==> src/rtl/tx_event_scheduler.sv <==
// tx_event_scheduler: collects board/UI events and serialises them as single bytes
// to the async transmitter, using sticky pending flags and an ordered scan-byte FIFO.
module tx_event_scheduler #(
  parameter int unsigned SCAN_DEPTH   = 8,
  parameter int unsigned BUSY_TIMEOUT = 15
) (
  input  logic                              clk,
  input  logic                              rst,
  input  logic                              user_turn_done,
  input  logic                              draw,
  input  logic                              resign,
  input  logic                              reset_done,
  input  logic                              offset_done,
  input  logic                              movement_done,
  input  logic [2:0]                        move_dir,
  input  logic                              sending_scan_left,
  input  logic                              sending_scan_right,
  input  logic [4:0]                        pieces,
  input  logic                              new_game,
  input  logic [2:0]                        black_setting,
  input  logic [2:0]                        white_setting,
  input  logic                              tx_busy,
  output logic [7:0]                        tx_data,
  output logic                              tx_start,
  output logic [$clog2(SCAN_DEPTH):0]       scan_level,
  output logic                              scan_overflow,
  output logic                              sched_idle
);

  localparam int unsigned AW = $clog2(SCAN_DEPTH);
  localparam int unsigned LW = AW + 1;
  localparam int unsigned TW = $clog2(BUSY_TIMEOUT + 1);
  localparam int unsigned NF = 7;

  // Flag bit positions, also the arbitration order (scan FIFO sits between MOVE and NEWG)
  localparam int unsigned F_TURN   = 0;
  localparam int unsigned F_DRAW   = 1;
  localparam int unsigned F_RESIGN = 2;
  localparam int unsigned F_RESET  = 3;
  localparam int unsigned F_OFFSET = 4;
  localparam int unsigned F_MOVE   = 5;
  localparam int unsigned F_NEWG   = 6;

  typedef enum logic [1:0] {S_IDLE, S_START, S_WAIT_HI, S_WAIT_LO} state_t;

  state_t            state, state_n;
  logic [NF-1:0]     flags, flags_n, pulses, clr;
  logic [2:0]        move_dir_q, black_q, white_q;
  logic [7:0]        mem [SCAN_DEPTH];
  logic [AW-1:0]     wr_ptr, rd_ptr, wr_ptr_n, rd_ptr_n, wr_ptr_r;
  logic [LW-1:0]     count, count_n, free_slots;
  logic [TW-1:0]     tmo, tmo_n;
  logic [7:0]        arb_byte, tx_data_n;
  logic              arb_pop, any_ready, load, pop, push_l, push_r, drop;
  logic              tx_start_n, idle_n;

  assign pulses = {new_game, movement_done, offset_done, reset_done,
                   resign, draw, user_turn_done};
  assign any_ready = (|flags) || (count != '0);

  // Fixed-priority selection of the next byte to send
  always_comb begin
    arb_byte = 8'h00;
    clr      = '0;
    arb_pop  = 1'b0;
    if (flags[F_TURN]) begin
      arb_byte = 8'h00;
      clr[F_TURN] = 1'b1;
    end else if (flags[F_DRAW]) begin
      arb_byte = 8'h10;
      clr[F_DRAW] = 1'b1;
    end else if (flags[F_RESIGN]) begin
      arb_byte = 8'h20;
      clr[F_RESIGN] = 1'b1;
    end else if (flags[F_RESET]) begin
      arb_byte = 8'h7F;
      clr[F_RESET] = 1'b1;
    end else if (flags[F_OFFSET]) begin
      arb_byte = 8'h79;
      clr[F_OFFSET] = 1'b1;
    end else if (flags[F_MOVE]) begin
      arb_byte = {2'b01, move_dir_q, 3'b000};
      clr[F_MOVE] = 1'b1;
    end else if (count != '0) begin
      arb_byte = mem[rd_ptr];
      arb_pop  = 1'b1;
    end else if (flags[F_NEWG]) begin
      arb_byte = {2'b11, black_q, white_q};
      clr[F_NEWG] = 1'b1;
    end
  end

  // Transmit handshake FSM: load in IDLE, strobe, wait for busy to rise then fall
  always_comb begin
    state_n = state;
    tmo_n   = tmo;
    load    = 1'b0;
    unique case (state)
      S_IDLE: begin
        if (any_ready && !tx_busy) begin
          load    = 1'b1;
          state_n = S_START;
        end
      end
      S_START: begin
        tmo_n   = '0;
        state_n = S_WAIT_HI;
      end
      S_WAIT_HI: begin
        if (tx_busy) begin
          state_n = S_WAIT_LO;
        end else if (tmo == TW'(BUSY_TIMEOUT - 1)) begin
          state_n = S_START;
        end else begin
          tmo_n = tmo + TW'(1);
        end
      end
      S_WAIT_LO: begin
        if (!tx_busy) state_n = S_IDLE;
      end
      default: state_n = S_IDLE;
    endcase
  end

  // Flag, FIFO and registered-output next-state values
  always_comb begin
    pop        = load && arb_pop;
    flags_n    = (flags & ~(load ? clr : '0)) | pulses;
    free_slots = LW'(SCAN_DEPTH) - count + LW'(pop);
    push_l     = sending_scan_left && (free_slots >= LW'(1));
    push_r     = sending_scan_right && (free_slots >= (push_l ? LW'(2) : LW'(1)));
    drop       = (sending_scan_left && !push_l) || (sending_scan_right && !push_r);
    wr_ptr_r   = wr_ptr + AW'(push_l);
    wr_ptr_n   = wr_ptr + AW'(push_l) + AW'(push_r);
    rd_ptr_n   = rd_ptr + AW'(pop);
    count_n    = count + LW'(push_l) + LW'(push_r) - LW'(pop);
    tx_data_n  = load ? arb_byte : tx_data;
    tx_start_n = (state_n == S_START);
    idle_n     = (state_n == S_IDLE) && (flags_n == '0) && (count_n == '0);
  end

  // Scan-byte storage; contents are don't-care until written
  always_ff @(posedge clk) begin
    if (push_l) mem[wr_ptr]   <= {3'b101, pieces};
    if (push_r) mem[wr_ptr_r] <= {3'b100, pieces};
  end

  // State, flags, payloads and registered outputs
  always_ff @(posedge clk or posedge rst) begin
    if (rst) begin
      state         <= S_IDLE;
      tmo           <= '0;
      flags         <= '0;
      move_dir_q    <= '0;
      black_q       <= '0;
      white_q       <= '0;
      wr_ptr        <= '0;
      rd_ptr        <= '0;
      count         <= '0;
      tx_data       <= '0;
      tx_start      <= 1'b0;
      scan_overflow <= 1'b0;
      sched_idle    <= 1'b1;
    end else begin
      state    <= state_n;
      tmo      <= tmo_n;
      flags    <= flags_n;
      if (movement_done) move_dir_q <= move_dir;
      if (new_game) begin
        black_q <= black_setting;
        white_q <= white_setting;
      end
      wr_ptr   <= wr_ptr_n;
      rd_ptr   <= rd_ptr_n;
      count    <= count_n;
      tx_data  <= tx_data_n;
      tx_start <= tx_start_n;
      if (drop) scan_overflow <= 1'b1;
      sched_idle <= idle_n;
    end
  end

  assign scan_level = count;

endmodule

==> config.mk <==
export PLATFORM = sky130hd
export DESIGN_NAME = tx_event_scheduler
export DESIGN_NICKNAME = d
export VERILOG_FILES = /design/src/rtl/tx_event_scheduler.sv
export SDC_FILE = /design/constraint.sdc
export NUM_CORES = 1
export LEC_CHECK = 0
export ABC_AREA = 0
export BUFFER_PORTS_ARGS = -buffer_cell sky130_fd_sc_hd__buf_2
export CORE_ASPECT_RATIO = 0.5
export CORE_UTILIZATION = 60
export CTS_BUF_LIST = sky130_fd_sc_hd__clkbuf_8
export DETAILED_ROUTE_END_ITERATION = 6
export PLACE_DENSITY = 0.8
export SLEW_MARGIN = 20
export SYNTH_ARGS = -nofsm -noshare
export SYNTH_HDL_FRONTEND = slang
export SYNTH_SLANG_ARGS = --single-unit
==> constraint.sdc <==
create_clock -name clk -period 6.6 [get_ports clk]
set_clock_uncertainty 0.15 [all_clocks]
set_input_delay 0.99 -clock clk [delete_from_list [all_inputs] [get_ports clk]]
set_output_delay 0.99 -clock clk [all_outputs]
set_load 0.1 [all_outputs]
# ---- After elaboration in Yosys (flattened, before gate mapping)
# Memory sizes are Yosys's and may differ from the RTL's.
# Index checks and enable logic that the tools add are counted.
dict set report totals {
  n_memories 1
  ff_bits 43
  output_inout_bits 15
  mem_bits_rw 48
}
# name words width read_ports rd_clocked_by_memory_dff write_ports line_no
set mem_list {}
lappend mem_list {mem 8 6 1 0 2 49} ;# logic [7:0] mem [SCAN_DEPTH];
dict set report op_classes {
  reduce_logical 21
  order_cmp 2
  addsub 9
  n_bitwise 3
  mux 45
  eq_ne 7
}
# operator count
set ops {}
lappend ops {{8-bit two-way mux} 8}
lappend ops {{1-bit two-way mux} 22}
lappend ops {{4-bit by 1-bit adder with 4-bit output} 3}
lappend ops {{2-bit two-way mux} 6}
lappend ops {{4-bit two-way mux} 3}
lappend ops {{3-bit by 1-bit adder with 3-bit output} 3}
lappend ops {{1-bit logical AND} 8}
lappend ops {{2-bit one-hot mux with 4 select lines} 1}
lappend ops {{4-bit one-hot mux with 2 select lines} 1}
lappend ops {{7-bit AND} 1}
lappend ops {{7-bit logical NOT} 1}
lappend ops {{7-bit two-way mux} 1}
lappend ops {{7-bit inverter} 1}
lappend ops {{7-bit bitwise OR} 1}
lappend ops {{7-bit OR reduction} 1}
lappend ops {{6-bit two-way mux} 1}
lappend ops {{5-bit two-way mux} 1}
lappend ops {{4-bit by 1-bit adder with 4-bit output (second input constant)} 1}
lappend ops {{2-bit by 1-bit equality test with 1-bit output (second input constant)} 2}
lappend ops {{2-bit equality test (second input constant)} 2}
lappend ops {{4-bit equality test (second input constant)} 1}
lappend ops {{4-bit by 1-bit greater-or-equal comparator with 1-bit output (second input constant)} 1}
lappend ops {{4-bit by 2-bit greater-or-equal comparator with 1-bit output} 1}
lappend ops {{2-bit logical NOT} 2}
lappend ops {{10 further kinds} 14}

# ---- Logic depth before layout (Yosys ltp)
# Gate-level depths: netlist (run 1).
dict set report logic_depth {
  depth_word 19
  ltp_mapped 22
}

# ---- Worst setup path after synthesis (run 1)
# OpenSTA, ideal clock, no wires.
dict set report synth_timing {
  path_kind {register -> register}
  startpoint {register count[2] (netlist: scan_level[2])}
  endpoint {register sched_idle}
  synth_period_minus_slack_ns 5.241
  path_stages_with_launch 23
  required_ns 6.387
  setup_ns 0.063
  arrival_time_ns 5.028
  n_path_buf 1
  path_slack_ns 1.359
  cell_sequence {dfrtp_1 > inv_1 > ha_1 > or3b_2 > clkbuf_1 > nand4_1 > ha_1 > inv_1 > ha_1 > xor2_1 > nand3_1 > nand2_1 > ha_1 > nand2b_1 > a21oi_1 > a31oi_1 > inv_1 > fa_1 > fa_1 > xor2_1 > nor3_1 > nand3_1 > and4b_1}
}
dict set report synth_via {
  elab_chain_len 19
  elab_cells_between_ends 41
}
# item line_no
set synth_rtl {}
lappend synth_rtl {{start, declared} 51} ;# logic [LW-1:0] count, count_n, free_slots;
lappend synth_rtl {{start signal, assigned} 175} ;# count <= count_n;
lappend synth_rtl {{4-bit nonzero test} {59, 84}}
lappend synth_rtl {{1-bit two-way mux} 84} ;# end else if (count != '0) begin
lappend synth_rtl {{1-bit two-way mux} 81} ;# end else if (flags[F_MOVE]) begin
lappend synth_rtl {{1-bit two-way mux} 78} ;# end else if (flags[F_OFFSET]) begin
lappend synth_rtl {{1-bit two-way mux} 75} ;# end else if (flags[F_RESET]) begin
lappend synth_rtl {{1-bit two-way mux} 72} ;# end else if (flags[F_RESIGN]) begin
lappend synth_rtl {{1-bit two-way mux} 69} ;# end else if (flags[F_DRAW]) begin
lappend synth_rtl {{1-bit two-way mux} 66} ;# if (flags[F_TURN]) begin
lappend synth_rtl {{[... 5 more ...]} n/a}
lappend synth_rtl {{4-bit by 2-bit greater-or-equal comparator with 1-bit output} 131} ;# push_r = sending_scan_right && (free_slots >= (push_l ? LW'(2) : LW'(1)));
lappend synth_rtl {{1-bit logical AND} 131}
lappend synth_rtl {{4-bit by 1-bit adder with 4-bit output} 136} ;# count_n = count + LW'(push_l) + LW'(push_r) - LW'(pop);
lappend synth_rtl {{4-bit by 1-bit subtractor with 4-bit output *} 136}
lappend synth_rtl {{net count_n[2]} 51}
lappend synth_rtl {{4-bit logical NOT *} 139} ;# idle_n = (state_n == S_IDLE) && (flags_n == '0) && (count_n == '0);
lappend synth_rtl {{1-bit logical AND *} 139}
lappend synth_rtl {{net idle_n} 55} ;# logic tx_start_n, idle_n;
lappend synth_rtl {{end signal, assigned} 179} ;# sched_idle <= idle_n;
lappend synth_rtl {{end, declared} 27} ;# output logic sched_idle
# The timed path passes the listed nets; every way through them passes the cells marked *.
# A chain may end at the register's enable or synchronous reset.

# ---- Worst setup path in the final report (run 1)
dict set report layout_timing {
  startpoint {input port tx_busy}
  endpoint {register sched_idle}
}
dict set report layout_via {
  elab_chain_len 15
  elab_cells_between_ends 27
}
# item line_no
set layout_rtl {}
lappend layout_rtl {{start, declared} 22} ;# input logic tx_busy,
lappend layout_rtl {{1-bit logical NOT *} n/a}
lappend layout_rtl {{1-bit logical AND *} 100} ;# if (any_ready && !tx_busy) begin
lappend layout_rtl {{1-bit two-way mux *} 100}
lappend layout_rtl {{1-bit two-way mux *} 98} ;# unique case (state)
lappend layout_rtl {{1-bit logical AND *} 127} ;# pop = load && arb_pop;
lappend layout_rtl {{4-bit by 1-bit adder with 4-bit output} 129} ;# free_slots = LW'(SCAN_DEPTH) - count + LW'(pop);
lappend layout_rtl {{4-bit by 1-bit greater-or-equal comparator with 1-bit output} 130} ;# push_l = sending_scan_left && (free_slots >= LW'(1));
lappend layout_rtl {{1-bit logical AND} 130}
lappend layout_rtl {{2-bit two-way mux} 131}
lappend layout_rtl {{4-bit by 2-bit greater-or-equal comparator with 1-bit output} 131}
lappend layout_rtl {{1-bit logical AND} 131}
lappend layout_rtl {{4-bit by 1-bit adder with 4-bit output} 136}
lappend layout_rtl {{4-bit by 1-bit subtractor with 4-bit output *} 136}
lappend layout_rtl {{net count_n[2]} 51}
lappend layout_rtl {{4-bit logical NOT *} 139}
lappend layout_rtl {{1-bit logical AND *} 139}
lappend layout_rtl {{net idle_n} 55}
# Marks and branches as above.

==> impl_metrics.env, run 1 <==
export IMPL_ir_worst_vdd_uv=239.3
export IMPL_setup_tns_ns=0
export IMPL_p_leak_nw=2.035
export IMPL_critical_path_class="in2reg"
export IMPL_grt_pass1_wl_mm=15.90
export IMPL_crit_chain="buf_2 -> nor3_1 -> nand4_1 -> ha_1 -> inv_1 -> ha_1 -> xor2_1 -> nand3_1 -> nand2_1 -> ha_1 -> nand2b_1 -> a21oi_1 -> a31oi_1 -> inv_1 -> fa_1 -> fa_1 -> xor2_1 -> nor3_1 -> nand3_1 -> and4b_1"
export IMPL_cpPeakStageDelay_ns=0.57
export IMPL_fin_crit_sh_pct=82.01
export IMPL_fmax_mhz=184.8
export IMPL_final_util_pct=68.55
export IMPL_wirelength_mm=10.04
export IMPL_critPathCaptureType="flip-flop"
export IMPL_place_gp_congestion=0.9198
export IMPL_final_cells=546
export IMPL_async_flop_share_pct=47.25
export IMPL_synth_seq_cells=91
export IMPL_cts_setup_buffers=0
export IMPL_dp_cells=530
export IMPL_synthCells=407
export IMPL_htreeDepth=3
export IMPL_synth_edf_count=40
export IMPL_start_kind="input port"
export IMPL_yosys_warnings=0
export IMPL_cellPowerDensity_mw_per_mm2=448.1
export IMPL_cts_max_path_buffers=2
export IMPL_fill_cells=542
export IMPL_register_area_mm2=0.002439
export IMPL_place_area_mm2=0.004871
export IMPL_cts_buffers=9
export IMPL_hp_class="reg2reg"
export IMPL_drt_iter0_drc=291
export IMPL_die_w_um=125.9
export IMPL_status="completed"
export IMPL_max_slew_margin_pct=50.37
export IMPL_tightest_slew_ns=0.7388
export IMPL_rsz0062_at_grt="false"
export IMPL_routed_via_density=6.064
export IMPL_period_needed_ns=5.413
export IMPL_antenna_cells=0
export IMPL_routedWlPerCell_um=18.39
export IMPL_cpMostUsedCell="ha_1"
export IMPL_worst_path_max_delay_cell="nor3_1"
export IMPL_synth_area_mm2=0.004604
export IMPL_grt_max_degree=44
export IMPL_ant_nets=0
export IMPL_cts_tree="built"
export IMPL_yosys_area_top_type_share_pct=26.09
export IMPL_antenna_found_initial=0
export IMPL_ys_flop_type="dfrtp_1"
export IMPL_postCtsHoldBufs=0
export IMPL_drv_slew=0
export IMPL_clk_pin_slew_ns=0.08
export IMPL_grt_pass1_vias=3227
export IMPL_cp_max_fo=7
export IMPL_hold_viol=0
export IMPL_drive_gt1_share_pct=17.11
export IMPL_portBuffers=40
export IMPL_root_buffer="clkbuf_8"
export IMPL_fin_area_mm2=0.005057
export IMPL_io_pins=41
export IMPL_yosysMostFrequentCell="dfrtp_1"
export IMPL_syn_area_per_cell_um2=11.31
export IMPL_grt_ovfl_total=0
export IMPL_cts_sinks=91
export IMPL_synth_common_cells="dfrtp_1 (42), edfxtp_1 (40), nor2b_1 (38)"
export IMPL_synth_largest_area_cell="edfxtp_1"
export IMPL_die_area_mm2=0.008050
export IMPL_synth_fp_nets=452
export IMPL_cts_resized=0
export IMPL_critPathBufInv=3
export IMPL_crit_arrival_ns=5.58
export IMPL_crit_family="simple AND/OR/NAND/NOR gates"
export IMPL_insertion_delay_ns=0.37
export IMPL_rows=22
export IMPL_core_area_mm2=0.007377
export IMPL_synth_cell_type_count=51
export IMPL_die_height_um=63.95
export IMPL_drc=0
export IMPL_yosysSeqAreaShare_pct=52.96
export IMPL_yosys_top_cells_area="edfxtp_1 (26%), dfrtp_1 (23%), nor2b_1 (5.2%), ha_1 (4.6%), mux2i_1 (4.3%)"
export IMPL_dr_pass1_iters=4
export IMPL_dr_total_vias=3311
export IMPL_area_delta_synth_final_pct=9.837
export IMPL_place_hpwl_mm=7.219
export IMPL_setup_viol=0
export IMPL_nNetsFinal=490
export IMPL_initial_core_util_pct=62.42
export IMPL_multiInputGateArea_mm2=0.001992
export IMPL_cp_required_ns=6.77
export IMPL_grt_usage_pct=26.64
export IMPL_max_cap_violations=0
==> stage by stage <==
step	setup slack, ns	power [W]	hold slack [ns]
after floorplan	1.359	0.001671	0.3139
after detailed placement	0.8423	0.001893	0.3086
after global routing	0.7509	0.002398	0.3421
after global placement	1.208	0.001847	0.3109
final	1.187	0.002266	0.3242
after CTS	1.219	0.002262	0.3275
==> power breakdown <==
| group | leakage [nW] | switching (W) | internal (W) |
|---|---|---|---|
| sequential | 0.935 | 0.000115 | 0.000823 |
| clock | 0.0992 | 0.000196 | 0.000171 |
| combinational | 1.00 | 0.000685 | 0.000276 |
==> worst paths after layout <==
check,to,startpoint,depth (start not counted),slack (ns)
worst min-delay path,scan_overflow$_DFFE_PP0P_,scan_overflow$_DFFE_PP0P_,1,0.32
worst max register to register,sched_idle$_DFF_PP1_,state[0]$_DFF_PP0_,19,1.38
worst max-delay path,sched_idle$_DFF_PP1_,tx_busy,20,1.19
min in group asynchronous,tmo[0]$_DFFE_PP0P_,rst,3,0.58
worst min register to register,scan_overflow$_DFFE_PP0P_,scan_overflow$_DFFE_PP0P_,1,0.32
max in group asynchronous,sched_idle$_DFF_PP1_,rst,3,5.34
==> cell type report <==
| class | count | area share (%) |
|---|---|---|
| Sequential cell | 91 | 48.22 |
| Multi-Input combinational cell | 274 | 39.39 |
| Timing Repair Buffer | 43 | 4.404 |
| Clock buffer | 9 | 2.449 |
| Tap cell | 96 | 2.375 |
| Inverter | 26 | 1.930 |
| Clock inverter | 7 | 1.237 |
==> flip-flops by register name, summed over array words and instances (netlist names), 2 cells and up <==
signal	count
wr_ptr	3
tx_data	8
rd_ptr	3
move_dir_q	3
white_q	3
tmo	4
state	2
flags	7
black_q	3
scan_level	4
mem	48
==> cell usage in the layout, fill, tap and decap left out, drive strengths merged, types with 5 or more instances in the layout <==
| master | instances |
|---|---|
| buf | 43 |
| xor2 | 5 |
| nand3 | 15 |
| and2 | 11 |
| dfrtp | 42 |
| ha | 17 |
| a22o | 5 |
| edfxtp | 40 |
| inv | 27 |
| mux2 | 9 |
| or3 | 7 |
| nor3 | 8 |
| a22oi | 9 |
| dfxtp | 8 |
| nor2b | 38 |
| o21ai | 10 |
| mux2i | 20 |
| nor2 | 15 |
| a21o | 6 |
| nand2b | 6 |
| a21oi | 27 |
| nand2 | 20 |
| clkbuf | 9 |
| a31oi | 7 |
==> metal layers <==
metal	routed length, um	track usage [%]
met1	4327	33.50
met2	4829	43.85
met3	679	8.291
met4	206	9.789
met5	0	0
==> logic make-up (layout without fill, tap and decap cells) <==
logic type / after synthesis / after routing / synth area share (%)
compound gates: 79 / 79 / 11.52
fa+ha+maj: 21 / 21 / 5.951
simple gates: 134 / 134 / 16.25
xor+xnor: 8 / 8 / 1.522
buf+inv: 42 / 85 / 3.777
flops: 91 / 91 / 52.96
mux: 32 / 32 / 8.016
(Power assumes the default switching activity.)
==> inputs of run 2 (changes only) <==
--- a/config.mk
+++ b/config.mk
@@ -5,7 +5,7 @@
 export SDC_FILE = /design/constraint.sdc
 export NUM_CORES = 1
 export LEC_CHECK = 0
-export ABC_AREA = 0
+export ABC_AREA = 1
 export BUFFER_PORTS_ARGS = -buffer_cell sky130_fd_sc_hd__buf_2
 export CORE_ASPECT_RATIO = 0.5
 export CORE_UTILIZATION = 60
==> constraint.sdc (replaced) <==
create_clock -name clk -period 5.1 [get_ports clk]
set_clock_uncertainty 0.15 [all_clocks]
set_input_delay 0.765 -clock clk [delete_from_list [all_inputs] [get_ports clk]]
set_output_delay 0.765 -clock clk [all_outputs]
set_load 0.1 [all_outputs]
==> run 2 against run 1 <==
Net effect:
- flip-flop and latch count unchanged
- critical path depth is 11 higher
- critical path type is now reg2reg
- first-iteration DRC count rose by 7.2%
- hold slack gained 0.0018 ns
==> impl_metrics.env, run 2 <==
export IMPL_cts_sinks=91
export IMPL_fin_crit_sh_pct=92.94
export IMPL_holdWs_ns=0.3260
export IMPL_place_hpwl_mm=7.249
export IMPL_cp_max_fo=6
export IMPL_fmax_mhz=211.0
export IMPL_drv_slew=0
export IMPL_start_kind="flip-flop"
export IMPL_critPathCaptureType="flip-flop"
export IMPL_critPathBufInv=5
export IMPL_rsz0062_at_grt="false"
export IMPL_cts_max_path_buffers=2
export IMPL_fin_ws_ns=0.3602
export IMPL_clk_pin_slew_ns=0.08
export IMPL_cts_buffers=9
export IMPL_grt_pass1_vias=3358
export IMPL_top_register="mem"
export IMPL_reg2regPathDepth=31
export IMPL_insertion_delay_ns=0.36
export IMPL_total_power_w=0.002815
export IMPL_wirelength_mm=9.944
export IMPL_r2r_setup_slack_ns=0.36
export IMPL_root_buffer="clkbuf_8"
export IMPL_dr_pass1_iters=5
export IMPL_timing_rr_start="scan_level[2]$_DFF_PP0_"
export IMPL_worst_path_max_delay_cell="fa_1"
export IMPL_holdCritStartpoint="tx_data[6]$_DFFE_PP0P_"
export IMPL_ant_nets=0
export IMPL_grt_pass1_wl_mm=16.09
export IMPL_ir_worst_vdd_uv=249.3
export IMPL_synth_fp_nets=586
export IMPL_yosysMostFrequentCell="nand2_1"
export IMPL_synth_seq_cells=91
export IMPL_r2r_end="sched_idle$_DFF_PP1_"
export IMPL_crit_family="adder cells"
export IMPL_synth_common_cells="nand2_1 (124), inv_1 (78), nor2_1 (48)"
export IMPL_drt_iter0_drc=312
export IMPL_yosys_top_cells_area="edfxtp_1 (25%), dfrtp_1 (22%), nand2_1 (9.7%), inv_1 (6.1%), a21oi_1 (4.9%)"
export IMPL_top_regs="mem: 48 flops, tx_data: 8 flops, flags: 7 flops"
export IMPL_ys_flop_type="dfrtp_1"
export IMPL_synth_area_mm2=0.004821
export IMPL_setup_tns_ns=0
export IMPL_hold_viol=0
export IMPL_initial_core_util_pct=63.92
export IMPL_routed_via_density=5.217
export IMPL_max_cap_violations=0
export IMPL_status="completed"
export IMPL_yosysSeqAreaShare_pct=50.58
export IMPL_portBuffers=40
export IMPL_synthCells=541
export IMPL_fill_cells=594
export IMPL_cp_required_ns=5.25
export IMPL_nNetsFinal=634
export IMPL_core_area_mm2=0.007542
export IMPL_mostFrequentLayoutCell="nand2_1"
export IMPL_die_area_mm2=0.008419
export IMPL_routedWlPerCell_um=14.17
export IMPL_final_cell_mix="nand2_1 (124), inv_1 (79), nor2_1 (48)"
export IMPL_drive_gt1_share_pct=19.02
export IMPL_cpPeakStageDelay_ns=0.44
export IMPL_antenna_cells=0
export IMPL_worstHoldPathCells=1
export IMPL_p_leak_nw=2.727
export IMPL_min_to="tx_data[6]$_DFFE_PP0P_"
export IMPL_period_needed_ns=4.740
export IMPL_async_flop_share_pct=47.25
export IMPL_yosys_area_top_type_share_pct=24.92
export IMPL_die_w_um=128.8
export IMPL_synth_cell_type_count=38
export IMPL_rows=22
export IMPL_drc=0
export IMPL_grt_max_degree=44
export IMPL_place_gp_congestion=0.8598
export IMPL_tightest_slew_ns=0.8987
export IMPL_die_height_um=65.39
export IMPL_syn_area_per_cell_um2=8.911
export IMPL_synth_edf_count=40
export IMPL_grt_usage_pct=25.83
export IMPL_grt_ovfl_total=0
export IMPL_hp_class="reg2reg"
export IMPL_antenna_found_initial=0
export IMPL_htreeDepth=3
export IMPL_dr_total_vias=3662
export IMPL_cellPowerDensity_mw_per_mm2=528.5
export IMPL_dp_slack_ns=0.08439
export IMPL_cp_depth=31
export IMPL_synth_largest_area_cell="edfxtp_1"
export IMPL_crit_arrival_ns=4.89
export IMPL_critical_path_class="reg2reg"
export IMPL_io_pins=41
export IMPL_area_delta_synth_final_pct=10.51
export IMPL_setup_viol=0
export IMPL_cts_tree="built"
export IMPL_max_slew_margin_pct=40.00
export IMPL_largest_reg_flops=48
export IMPL_yosys_warnings=0
## run 2: cell count changes in the layout (fill, tap and decap cells not counted), sizes merged, moves of 9 or more
cell / change
a21oi: +20
nand2: +131
and2: -11
o211ai: +10
o21ai: +24
inv: +59
mux2: -9
a22oi: -9
nor2: +41
nor2b: -38
mux2i: -20
## run 2: repair_timing
item,CTS,global route
resized for setup,0,4
setup buffers,0,4
hold buffers,0,0
setup endpoints to repair,0,1
## run 2: worst max path at each step
stage / from / to / slack (ns)
2_1_floorplan: scan_level[1]$_DFF_PP0_ / sched_idle$_DFF_PP1_ / 0.05
3_3_place_gp: tx_busy / sched_idle$_DFF_PP1_ / 0.26
3_5_place_dp: tx_busy / sched_idle$_DFF_PP1_ / 0.08
4_1_cts: scan_level[2]$_DFF_PP0_ / sched_idle$_DFF_PP1_ / 0.14
5_1_grt: scan_level[2]$_DFF_PP0_ / sched_idle$_DFF_PP1_ / 0.04
6_report: scan_level[2]$_DFF_PP0_ / sched_idle$_DFF_PP1_ / 0.36
## run 2: worst reg2reg max path, delay by kind of cell (launching register included)
kind | cells | cell delay (ns)
DFF | 1 | 0.42
buffers and inverters | 5 | 0.37
adders and majority gates | 6 | 1.66
AOI/OAI and AO/OA | 2 | 0.30
xor gates and xnor gates | 2 | 0.35
and+or+nand+nor | 16 | 1.44
## run 2: where the power goes
group          switching, W  leakage, nW  total [W]  internal [W]
Clock              0.000246       0.0879   0.000414      0.000168
Combinational      0.000889         1.69    0.00125      0.000363
Sequential         0.000110        0.946    0.00115       0.00104
## run 2: kinds of logic (layout without fill, tap and decap cells)
family	count (synthesis)	after routing	synth area share (%)
xor+xnor	6	6	1.090
fa+ha+maj	19	19	5.243
simple gates	236	236	24.42
flops	91	91	50.58
compound gates	96	96	11.08
buf+inv	93	146	7.579
## run 2: layout make-up
type	instances	area, um^2	share of cell area, %
clock inverter	7	31.28	0.5871
clock buffer	9	123.9	2.325
tap	108	135.1	2.536
sequential	91	2441	45.82
inverter	84	319.1	5.989
timing repair buffer	46	245.2	4.603
multi-input combinational	357	2032	38.14
## run 2: metrics by stage
| stage | utilization, % | area (um^2) | std cells |
|---|---|---|---|
| 2_1_floorplan | - | 4823 | 541 |
| 3_3_place_gp | 67.93 | 5124 | 682 |
| 3_5_place_dp | 67.93 | 5124 | 682 |
| 4_1_cts | 69.99 | 5279 | 698 |
| 5_1_grt | 70.64 | 5328 | 702 |
| 6_report | 70.64 | 5328 | 702 |
## run 2: routing by layer
| layer | share of wire, % | up-vias | routed length, um | track usage [%] |
|---|---|---|---|---|
| li1 | - | 1846 | - | - |
| met1 | 47 | 1703 | 4669 | 34.95 |
| met2 | 47 | 99 | 4659 | 42.16 |
| met3 | 5.1 | 14 | 511 | 5.863 |
| met4 | 1.0 | 0 | 104 | 7.353 |
| met5 | 0 | - | 0 | 0 |
==> inputs of run 3 (changes only) <==
==> constraint.sdc (replaced) <==
create_clock -name clk -period 6.1 [get_ports clk]
set_clock_uncertainty 0.15 [all_clocks]
set_input_delay 0.915 -clock clk [delete_from_list [all_inputs] [get_ports clk]]
set_output_delay 0.915 -clock clk [all_outputs]
set_load 0.1 [all_outputs]
==> run 3 against run 2 <==
Net effect:
- critical path depth is the same
- clock-buffer cell count unchanged
- sequential share of layout area grew 0.15 points
- final area shrank 0.42%
- flip-flop and latch count stayed put
- worst setup slack improved by 0.54 ns
- critical endpoint unchanged
- highest routed layer unchanged
==> impl_metrics.env, run 3 (synthesis gave the netlist of run 2 again) <==
export IMPL_status="completed"
export IMPL_die_height_um=65.39
export IMPL_tightest_slew_ns=0.8907
export IMPL_wl_met3_um=629
export IMPL_routed_top_layer="met4"
export IMPL_initial_core_util_pct=63.92
export IMPL_total_power_w=0.002418
export IMPL_p_leak_nw=2.727
export IMPL_grt_pass1_wl_mm=15.93
export IMPL_drt_iter0_drc=279
export IMPL_cpPeakStageDelay_ns=0.44
export IMPL_internal_power_w=0.001382
export IMPL_ant_nets=0
export IMPL_grt_pass1_vias=3361
export IMPL_p_clk_share_pct=17.6
export IMPL_die_w_um=128.8
export IMPL_fin_crit_sh_pct=85.19
export IMPL_core_area_mm2=0.007542
export IMPL_htreeDepth=3
export IMPL_cp_max_fo=8
export IMPL_setup_viol=0
export IMPL_p_sw_w=0.001036
export IMPL_area_delta_synth_final_pct=10.04
export IMPL_place_area_mm2=0.005106
export IMPL_drv_slew=0
export IMPL_cts_max_path_buffers=2
export IMPL_final_util_pct=70.34
export IMPL_antenna_found_initial=0
export IMPL_nNetsFinal=628
export IMPL_top_regs="mem: 48 flops, tx_data: 8 flops, flags: 7 flops"
export IMPL_place_gp_congestion=0.8850
export IMPL_final_cells=695
export IMPL_hold_viol=0
export IMPL_place_hpwl_mm=7.188
export IMPL_dp_cells=680
export IMPL_clk_pin_slew_ns=0.08
export IMPL_reg2regPathDepth=31
export IMPL_postCtsHoldBufs=0
export IMPL_die_area_mm2=0.008419
export IMPL_cellPowerDensity_mw_per_mm2=455.8
export IMPL_critical_path_class="reg2reg"
export IMPL_switching_share_pct=42.84
export IMPL_met1_length_mm=4.584
export IMPL_root_buffer="clkbuf_8"
export IMPL_worstHoldPathCells=2
export IMPL_period_needed_ns=5.196
export IMPL_drc=0
export IMPL_cts_resized=0
export IMPL_wirelength_mm=9.776
export IMPL_cp_depth=31
export IMPL_routedWlPerCell_um=14.07
export IMPL_cts_buffers=9
export IMPL_dr_pass1_iters=5
export IMPL_io_pins=41
export IMPL_worst_path_max_delay_cell="fa_1"
export IMPL_antenna_cells=0
export IMPL_largest_reg_flops=48
export IMPL_setup_tns_ns=0
export IMPL_pwr_share_comb_pct=42.7
export IMPL_cp_required_ns=6.25
export IMPL_dr_total_vias=3671
export IMPL_portBuffers=40
export IMPL_crit_arrival_ns=5.35
export IMPL_top_register="mem"
export IMPL_critPathBufInv=5
export IMPL_crit_family="simple AND/OR/NAND/NOR gates"
export IMPL_wl_met2_mm=4.464
export IMPL_cts_tree="built"
export IMPL_cts_sinks=91
export IMPL_max_slew_margin_pct=40.62
export IMPL_fmax_mhz=192.4
export IMPL_rows=22
export IMPL_grt_max_degree=44
export IMPL_final_cell_mix="nand2_1 (124), inv_1 (80), nor2_1 (48)"
export IMPL_mostFrequentLayoutCell="nand2_1"
export IMPL_start_kind="flip-flop"
export IMPL_drive_gt1_share_pct=17.38
export IMPL_grt_ovfl_total=0
export IMPL_routed_via_density=5.282
export IMPL_grt_usage_pct=25.78
export IMPL_hp_class="reg2reg"
export IMPL_rsz0062_at_grt="false"
export IMPL_cts_setup_buffers=0
export IMPL_insertion_delay_ns=0.37
export IMPL_max_cap_violations=0
export IMPL_critPathCaptureType="flip-flop"
export IMPL_ir_worst_vdd_uv=199.7
export IMPL_p_seq_share_pct=39.7
export IMPL_fin_area_mm2=0.005305
-- run 3: final cells by class --
class	count	area (um^2)
tap	108	135.1
sequential	91	2439
multi-input combinational	357	2017
clock buffer	9	123.9
inverter	84	315.3
timing repair buffer	40	200.2
fill	625	2237
clock inverter	6	75.07
-- run 3: power by group through the flow --
stage                     clock network (W)  registers [W]  logic [W]
after floorplan                           0        0.00110   0.000666
after global placement                    0       0.000971   0.000979
after detailed placement                  0       0.000975    0.00102
after CTS                          0.000427       0.000962    0.00103
after global routing               0.000449       0.000982    0.00114
final                              0.000426       0.000961    0.00103
-- run 3: through the flow --
stage	setup WS, ns	hold WS [ns]
6_report	0.9037	0.3274
5_1_grt	0.4922	0.3461
4_1_cts	0.8874	0.3294
3_5_place_dp	0.7086	0.3086
3_3_place_gp	0.8575	0.3029
2_1_floorplan	0.8543	0.2833
-- run 3: per-layer routing --
metal / track usage, % / vias up
li1: - / 1829
met1: 34.27 / 1726
met2: 41.55 / 107
met3: 6.515 / 9
met4: 8.824 / 0
met5: 0 / -
-- run 3: tightest hold or removal path, cell delays in order (launching register included) --
cell and delay, ns:
dfrtp_1 0.35, nand2_1 0.05, nand2_1 0.05
-- run 3: path summary, 6_finish.rpt --
| check | start | to | slack, ns |
|---|---|---|---|
| worst max-delay path | scan_level[2]$_DFF_PP0_ | sched_idle$_DFF_PP1_ | 0.90 |
| worst min-delay path | black_q[2]$_DFFE_PP0P_ | black_q[2]$_DFFE_PP0P_ | 0.33 |
| worst max register to register | scan_level[2]$_DFF_PP0_ | sched_idle$_DFF_PP1_ | 0.90 |
| worst min register to register | black_q[2]$_DFFE_PP0P_ | black_q[2]$_DFFE_PP0P_ | 0.33 |
| max in group asynchronous | rst | flags[3]$_DFF_PP0_ | 4.68 |
| min in group asynchronous | rst | scan_overflow$_DFFE_PP0P_ | 0.57 |
